**src/rtl/alu_mdu.sv**
```systemverilog
// alu_mdu: execute-stage ALU with an iterative signed/unsigned multiply/divide unit
//
// Ports:
//   clk_i          rising-edge clock
//   rst_n_i        asynchronous active-low reset
//   in_valid_i     operands and op present
//   in_ready_o     block can accept this cycle (high only in IDLE)
//   src1_i         operand 1; shift amount for shifts
//   src2_i         operand 2; value shifted for shifts
//   ALU_control_i  op select
//   out_valid_o    one-cycle pulse marking result_o/hi_o/overflow_o valid
//   result_o       result, product low half, or quotient
//   hi_o           product high half or remainder; 0 for single-cycle ops
//   overflow_o     signed overflow for add/sub; 0 otherwise
module alu_mdu #(
    parameter int WIDTH      = 32,
    parameter int CTRL_WIDTH = 4
) (
    input  logic                  clk_i,
    input  logic                  rst_n_i,
    input  logic                  in_valid_i,
    output logic                  in_ready_o,
    input  logic [WIDTH-1:0]      src1_i,
    input  logic [WIDTH-1:0]      src2_i,
    input  logic [CTRL_WIDTH-1:0] ALU_control_i,
    output logic                  out_valid_o,
    output logic [WIDTH-1:0]      result_o,
    output logic [WIDTH-1:0]      hi_o,
    output logic                  overflow_o
);
    localparam int SW = $clog2(WIDTH);
    localparam logic [CTRL_WIDTH-1:0] OP_AND   = CTRL_WIDTH'(0);
    localparam logic [CTRL_WIDTH-1:0] OP_OR    = CTRL_WIDTH'(1);
    localparam logic [CTRL_WIDTH-1:0] OP_ADD   = CTRL_WIDTH'(2);
    localparam logic [CTRL_WIDTH-1:0] OP_XOR   = CTRL_WIDTH'(3);
    localparam logic [CTRL_WIDTH-1:0] OP_NOR   = CTRL_WIDTH'(4);
    localparam logic [CTRL_WIDTH-1:0] OP_SLTU  = CTRL_WIDTH'(5);
    localparam logic [CTRL_WIDTH-1:0] OP_SUB   = CTRL_WIDTH'(6);
    localparam logic [CTRL_WIDTH-1:0] OP_SLT   = CTRL_WIDTH'(7);
    localparam logic [CTRL_WIDTH-1:0] OP_SLL   = CTRL_WIDTH'(8);
    localparam logic [CTRL_WIDTH-1:0] OP_SRL   = CTRL_WIDTH'(9);
    localparam logic [CTRL_WIDTH-1:0] OP_SRA   = CTRL_WIDTH'(10);
    localparam logic [CTRL_WIDTH-1:0] OP_MULT  = CTRL_WIDTH'(11);
    localparam logic [CTRL_WIDTH-1:0] OP_MULTU = CTRL_WIDTH'(12);
    localparam logic [CTRL_WIDTH-1:0] OP_DIV   = CTRL_WIDTH'(13);
    localparam logic [CTRL_WIDTH-1:0] OP_DIVU  = CTRL_WIDTH'(14);

    typedef enum logic [1:0] {IDLE, BUSY, FIX} state_t;

    state_t            state_q, state_d;
    logic [SW-1:0]     cnt_q, cnt_d;
    logic [WIDTH-1:0]  a_q, a_d;       // multiplicand or divisor magnitude
    logic [WIDTH-1:0]  b_q, b_d;       // multiplier / product low, or dividend / quotient
    logic [WIDTH:0]    acc_q, acc_d;   // product high (with carry) or remainder
    logic              mul_q, mul_d;
    logic              neg_lo_q, neg_lo_d;
    logic              neg_hi_q, neg_hi_d;
    logic              valid_q, valid_d;
    logic [WIDTH-1:0]  result_q, result_d;
    logic [WIDTH-1:0]  hi_q, hi_d;
    logic              ovf_q, ovf_d;

    logic [SW-1:0]      sh;
    logic [WIDTH-1:0]   sum, diff, alu_res;
    logic               alu_ovf;
    logic               is_multi, is_mul, is_signed, s1_neg, s2_neg;
    logic [WIDTH-1:0]   mag1, mag2;
    logic [WIDTH:0]     mul_sum, div_shift, div_diff;
    logic               div_take;
    logic [2*WIDTH-1:0] prod, fix_prod;

    always_comb begin
        sh      = src1_i[SW-1:0];
        sum     = src1_i + src2_i;
        diff    = src1_i - src2_i;
        alu_ovf = 1'b0;
        case (ALU_control_i)
            OP_AND:  alu_res = src1_i & src2_i;
            OP_OR:   alu_res = src1_i | src2_i;
            OP_ADD:  begin
                alu_res = sum;
                alu_ovf = (src1_i[WIDTH-1] == src2_i[WIDTH-1]) && (sum[WIDTH-1] != src1_i[WIDTH-1]);
            end
            OP_XOR:  alu_res = src1_i ^ src2_i;
            OP_NOR:  alu_res = ~(src1_i | src2_i);
            OP_SLTU: alu_res = {{(WIDTH-1){1'b0}}, src1_i < src2_i};
            OP_SUB:  begin
                alu_res = diff;
                alu_ovf = (src1_i[WIDTH-1] != src2_i[WIDTH-1]) && (diff[WIDTH-1] != src1_i[WIDTH-1]);
            end
            OP_SLT:  alu_res = {{(WIDTH-1){1'b0}}, $signed(src1_i) < $signed(src2_i)};
            OP_SLL:  alu_res = src2_i << sh;
            OP_SRL:  alu_res = src2_i >> sh;
            OP_SRA:  alu_res = $signed(src2_i) >>> sh;
            default: alu_res = '0;
        endcase
    end

    always_comb begin
        is_mul    = (ALU_control_i == OP_MULT) || (ALU_control_i == OP_MULTU);
        is_multi  = is_mul || (ALU_control_i == OP_DIV) || (ALU_control_i == OP_DIVU);
        is_signed = (ALU_control_i == OP_MULT) || (ALU_control_i == OP_DIV);
        s1_neg    = is_signed & src1_i[WIDTH-1];
        s2_neg    = is_signed & src2_i[WIDTH-1];
        mag1      = s1_neg ? -src1_i : src1_i;
        mag2      = s2_neg ? -src2_i : src2_i;
        mul_sum   = {1'b0, acc_q[WIDTH-1:0]} + (b_q[0] ? {1'b0, a_q} : '0);
        div_shift = {acc_q[WIDTH-1:0], b_q[WIDTH-1]};
        div_diff  = div_shift - {1'b0, a_q};
        // Remainder stays below the divisor, so a set top bit can only mean a borrow
        div_take  = ~div_diff[WIDTH];
        prod      = {acc_q[WIDTH-1:0], b_q};
        fix_prod  = neg_lo_q ? -prod : prod;
    end

    always_comb begin
        state_d  = state_q;
        cnt_d    = cnt_q;
        a_d      = a_q;
        b_d      = b_q;
        acc_d    = acc_q;
        mul_d    = mul_q;
        neg_lo_d = neg_lo_q;
        neg_hi_d = neg_hi_q;
        valid_d  = 1'b0;
        result_d = result_q;
        hi_d     = hi_q;
        ovf_d    = ovf_q;
        case (state_q)
            IDLE: if (in_valid_i) begin
                if (is_multi) begin
                    state_d  = BUSY;
                    cnt_d    = '0;
                    acc_d    = '0;
                    mul_d    = is_mul;
                    a_d      = is_mul ? mag1 : mag2;
                    b_d      = is_mul ? mag2 : mag1;
                    // Divide by zero keeps the all-ones quotient unsigned; the
                    // remainder magnitude re-signed with the dividend sign equals src1
                    neg_lo_d = (s1_neg ^ s2_neg) & (is_mul | (|src2_i));
                    neg_hi_d = s1_neg;
                end else begin
                    valid_d  = 1'b1;
                    result_d = alu_res;
                    hi_d     = '0;
                    ovf_d    = alu_ovf;
                end
            end
            BUSY: begin
                cnt_d = cnt_q + SW'(1);
                if (mul_q)
                    {acc_d, b_d} = {mul_sum, b_q} >> 1;
                else begin
                    acc_d = div_take ? div_diff : div_shift;
                    b_d   = {b_q[WIDTH-2:0], div_take};
                end
                if (cnt_q == SW'(WIDTH-1))
                    state_d = FIX;
            end
            default: begin
                state_d  = IDLE;
                valid_d  = 1'b1;
                ovf_d    = 1'b0;
                result_d = mul_q ? fix_prod[WIDTH-1:0] : (neg_lo_q ? -b_q : b_q);
                hi_d     = mul_q ? fix_prod[2*WIDTH-1:WIDTH] : (neg_hi_q ? -acc_q[WIDTH-1:0] : acc_q[WIDTH-1:0]);
            end
        endcase
    end

    always_ff @(posedge clk_i or negedge rst_n_i) begin
        if (!rst_n_i) begin
            state_q  <= IDLE;
            cnt_q    <= '0;
            a_q      <= '0;
            b_q      <= '0;
            acc_q    <= '0;
            mul_q    <= 1'b0;
            neg_lo_q <= 1'b0;
            neg_hi_q <= 1'b0;
            valid_q  <= 1'b0;
            result_q <= '0;
            hi_q     <= '0;
            ovf_q    <= 1'b0;
        end else begin
            state_q  <= state_d;
            cnt_q    <= cnt_d;
            a_q      <= a_d;
            b_q      <= b_d;
            acc_q    <= acc_d;
            mul_q    <= mul_d;
            neg_lo_q <= neg_lo_d;
            neg_hi_q <= neg_hi_d;
            valid_q  <= valid_d;
            result_q <= result_d;
            hi_q     <= hi_d;
            ovf_q    <= ovf_d;
        end
    end

    assign in_ready_o  = (state_q == IDLE);
    assign out_valid_o = valid_q;
    assign result_o    = result_q;
    assign hi_o        = hi_q;
    assign overflow_o  = ovf_q;
endmodule
```
**config.mk**
```make
export PLATFORM = sky130hd
export DESIGN_NAME = alu_mdu
export DESIGN_NICKNAME = d
export VERILOG_FILES = /design/src/rtl/alu_mdu.sv
export SDC_FILE = /design/constraint.sdc
export NUM_CORES = 1
export LEC_CHECK = 0
export BUFFER_PORTS_ARGS = -buffer_cell sky130_fd_sc_hd__buf_2
export CORE_MARGIN = 2
export CORE_UTILIZATION = 54
export DETAILED_ROUTE_END_ITERATION = 10
export PLACE_DENSITY = 0.72
export SYNTH_ARGS = -nofsm -noshare
export SYNTH_HDL_FRONTEND = slang
export SYNTH_SLANG_ARGS = --single-unit
```
**constraint.sdc**
```tcl
create_clock -name clk_i -period 4.84 [get_ports clk_i]
set_clock_uncertainty 0.15 [all_clocks]
set_input_delay 0.968 -clock clk_i [delete_from_list [all_inputs] [get_ports clk_i]]
set_output_delay 0.968 -clock clk_i [all_outputs]
set_load 0.02 [all_outputs]
```
==> flow_summary.toml <==
[run_status]
outcome = "complete, no violations"

[power_and_ir_drop]
p_seq_frac = 0.197
p_sw_mw = 7.98
clkPwrFrac = 0.103
power_leakage_nw = 10.7
ir_drop_v = 0.000685
p_comb_frac = 0.699
power.density_nw_per_um2 = 579
sw_frac_of_total = 0.546
internal_power_mw = 6.64

[global_route]
antenna_found_initial = 3
grt_pass1_vias = 24300
grt_start_max_net_pins = 70
grtUsageTotal = 0.471
grt_pass1_wl_um = 155000
grt.overflow.total = 0

[logic_synthesis]
synth_warnings = 0
ys_types = 86
synth_ff_type = "dfrtp_1"
netlist_area_um2 = 22700
ys_seq_area_frac = 0.189
synthCells = 3052
ys_seq_elements = 172
synth.area.top_cells = "dfrtp_1 19%, ha_1 9.3%, o21ai_0 6.6%, a21oi_1 5.7%, nor2_1 5.7%"
yosys.area.top_type = "dfrtp_1"
netlist.area_leader.share = 0.189
synth_fp_nets = 3296
synthArstFlopShare = 1.00
avgSynthCellArea_um2 = 7.45
synth_edf_count = 0

[worst_setup_path]
path_class = "register to register"
slowest_stage = "nor4_1"
regToRegStartpoint = "b_q[2]"
max_stage_delay_ns = 0.72
cp.depth = 10
crit_path_max_fanout = 7
crit_end = "result_o[31]"
crit_arrival_ns = 4.68
cp_cell_sequence = "nor4_1, nand4b_1, or3_4, or4_4, o41ai_2, xnor2_1, a22oi_2, o211ai_2, a2111oi_4, a211oi_1"
endpoint_kind = "register"
path_buf_inv = 0
critPathTopFamily = "simple AND/OR/NAND/NOR gates"
rr_worst_depth = 10
ff2ff_setup_slack_ns = 0.38
start_kind = "register"
required_ns = 5.06
startpoint = "b_q[2]"
timing.rr.end = "result_o[31]"

[timing]
slew_violations = 0
tightest_slew_ns = 1.23
fin_crit_ns = 4.46
rsz0062_at_grt = "no"
setup_viol = 0
timing.fmax_ghz = 0.224
hold_viol = 0
fin_tns_setup_ns = 0
slew_headroom = 0.180
finalCritPeriodShare = 0.922

[drt]
drt_iter0_markers = 4267
vias = 26200
finalWirelength_um = 105000
wl_per_cell_um = 28.2
drc = 0
via_per_inst = 7.08
drtPass1Iterations = 8
detail-route-antenna-nets = 0

[final_layout]
n_fill_cell = 3863
final_common_cell = "nor2_1"
multiInputGateArea_um2 = 17100
final_cell_mix = "345 x nor2_1, 299 x o21ai_0, 297 x nand2_1"
seqCellArea_um2 = 4310
final_area_um2 = 25300
final_layout_size_suffix_gt1_frac = 0.140
area_delta_synth_final_pct = 11.2
finalNetCount = 3395

[clock_network]
clk_latency_ns = 0.51
path_clk_slew_ns = 0.08
clock-root-buffer = "clkbuf_16"
cts.sinks = 172
cts_tree = "built"
clockBufferDepth = 2
cts_buffers = 17
htree_levels = 4
hold_buffers = 0

[die]
rows = 75
ioPinCount = 138
die_h_um = 209
fp.dieArea_um2 = 43700
design.core.area_um2 = 41800
start_util = 0.544
die_w_um = 209

[placement]
dpl_cell_area_um2 = 24600
portBuffers = 137
dp_hpwl_um = 82100
gp_congestion = 1.09

[flow_run]
drv_cap = 0

[min_path]
worstHoldPathType = "input pin to asynchronous set/reset pin"
## cells in the mapped netlist, types with 20 or more instances
| cell type | count |
|---|---|
| a211oi_1 | 31 |
| a21o_1 | 43 |
| a21oi_1 | 261 |
| a221oi_1 | 32 |
| a22oi_1 | 31 |
| a31oi_1 | 40 |
| buf_1 | 33 |
| clkbuf_1 | 183 |
| dfrtp_1 | 172 |
| ha_1 | 169 |
| inv_1 | 154 |
| mux2i_1 | 67 |
| mux4_2 | 54 |
| nand2_1 | 298 |
| nand3_1 | 43 |
| nand4_1 | 23 |
| nor2_1 | 348 |
| nor2b_1 | 21 |
| nor3_1 | 55 |
| nor4_1 | 26 |
| o211ai_1 | 56 |
| o21ai_0 | 299 |
| o21bai_1 | 27 |
| o221ai_1 | 22 |
| o22ai_1 | 20 |
| o31ai_1 | 32 |
| or3_1 | 34 |
| xnor2_1 | 131 |
| xor2_1 | 59 |
## logic make-up (layout without fill, tap and decap cells)
| kind of cell | after synthesis | count (layout) | synth area share |
|---|---|---|---|
| compound gates | 1059 | 1059 | 0.300 |
| xor+xnor | 190 | 190 | 0.0732 |
| fa+ha+maj | 173 | 173 | 0.0966 |
| buf+inv | 374 | 486 | 0.0618 |
| flops | 172 | 172 | 0.189 |
| mux | 137 | 137 | 0.0909 |
| other cells | 0 | 1 | 0 |
| simple gates | 947 | 947 | 0.188 |
## power groups by stage
stage	clock network, mW	registers [mW]	logic, mW
4_1_cts	1.52	2.84	9.84
6_report	1.51	2.89	10.2
5_1_grt	1.57	2.94	11.0
2_1_floorplan	0	2.82	6.67
3_5_place_dp	0	2.87	9.78
3_3_place_gp	0	2.83	9.47
## registers in the layout, indices dropped and copies added (netlist names)
register / cells
acc_q: 32
result_o: 32
out_valid_o: 1
neg_lo_q: 1
cnt_q: 5
hi_o: 32
a_q: 32
neg_hi_q: 1
mul_q: 1
overflow_o: 1
b_q: 32
state_q: 2
## worst register-to-register path: cells and delay by family (launching register included)
kind | cells | cell delay (ns)
AOI/OAI and AO/OA | 5 | 1.41
xor gates and xnor gates | 1 | 0.24
DFF | 1 | 0.47
and+or+nand+nor | 4 | 2.08
## what timing repair did
action	CTS	global route
endpoints found under the setup margin	0	1
buffers inserted	0	0
resized for setup	0	1
## per-stage QoR
step	utilization	cells	power [mW]	hold slack, ns	setup slack, ns
floorplan	-	3052	9.49	0.300	0.0856
global placement	0.590	3671	12.3	0.300	0.162
detailed placement	0.590	3671	12.6	0.319	0.105
CTS	0.605	3703	14.2	0.336	0.430
global route	0.605	3703	15.5	0.362	0.227
finish	0.605	3704	14.6	0.322	0.377
## area by class of cell
cell class | instances | area share
well taps | 539 | 0.0267
multi-input cells | 2506 | 0.676
flip-flops and latches | 172 | 0.170
diodes | 1 | 0.0000990
repair buffers | 296 | 0.0783
clock buffers | 17 | 0.0168
clock inverters | 15 | 0.00827
inverters | 158 | 0.0235
## worst min path at each step
stage / from / end / depth (start not counted)
after floorplan: a_q[1] / a_q[1] / 2
after global placement: result_o[5] / result_o[5] / 2
after detailed placement: hi_o[0] / hi_o[0] / 2
after CTS: rst_n_i / hi_o[4] / 1
after global routing: rst_n_i / hi_o[6] / 1
final: rst_n_i / hi_o[4] / 1
## per-layer routing
layer,GRT usage,vias up,wire [um]
met5,0,-,23
met4,0.243,4,6250
met3,0.154,373,14700
met2,0.653,1990,41600
met1,0.651,12500,41900
li1,-,11400,-
(Power assumes the default switching activity.)
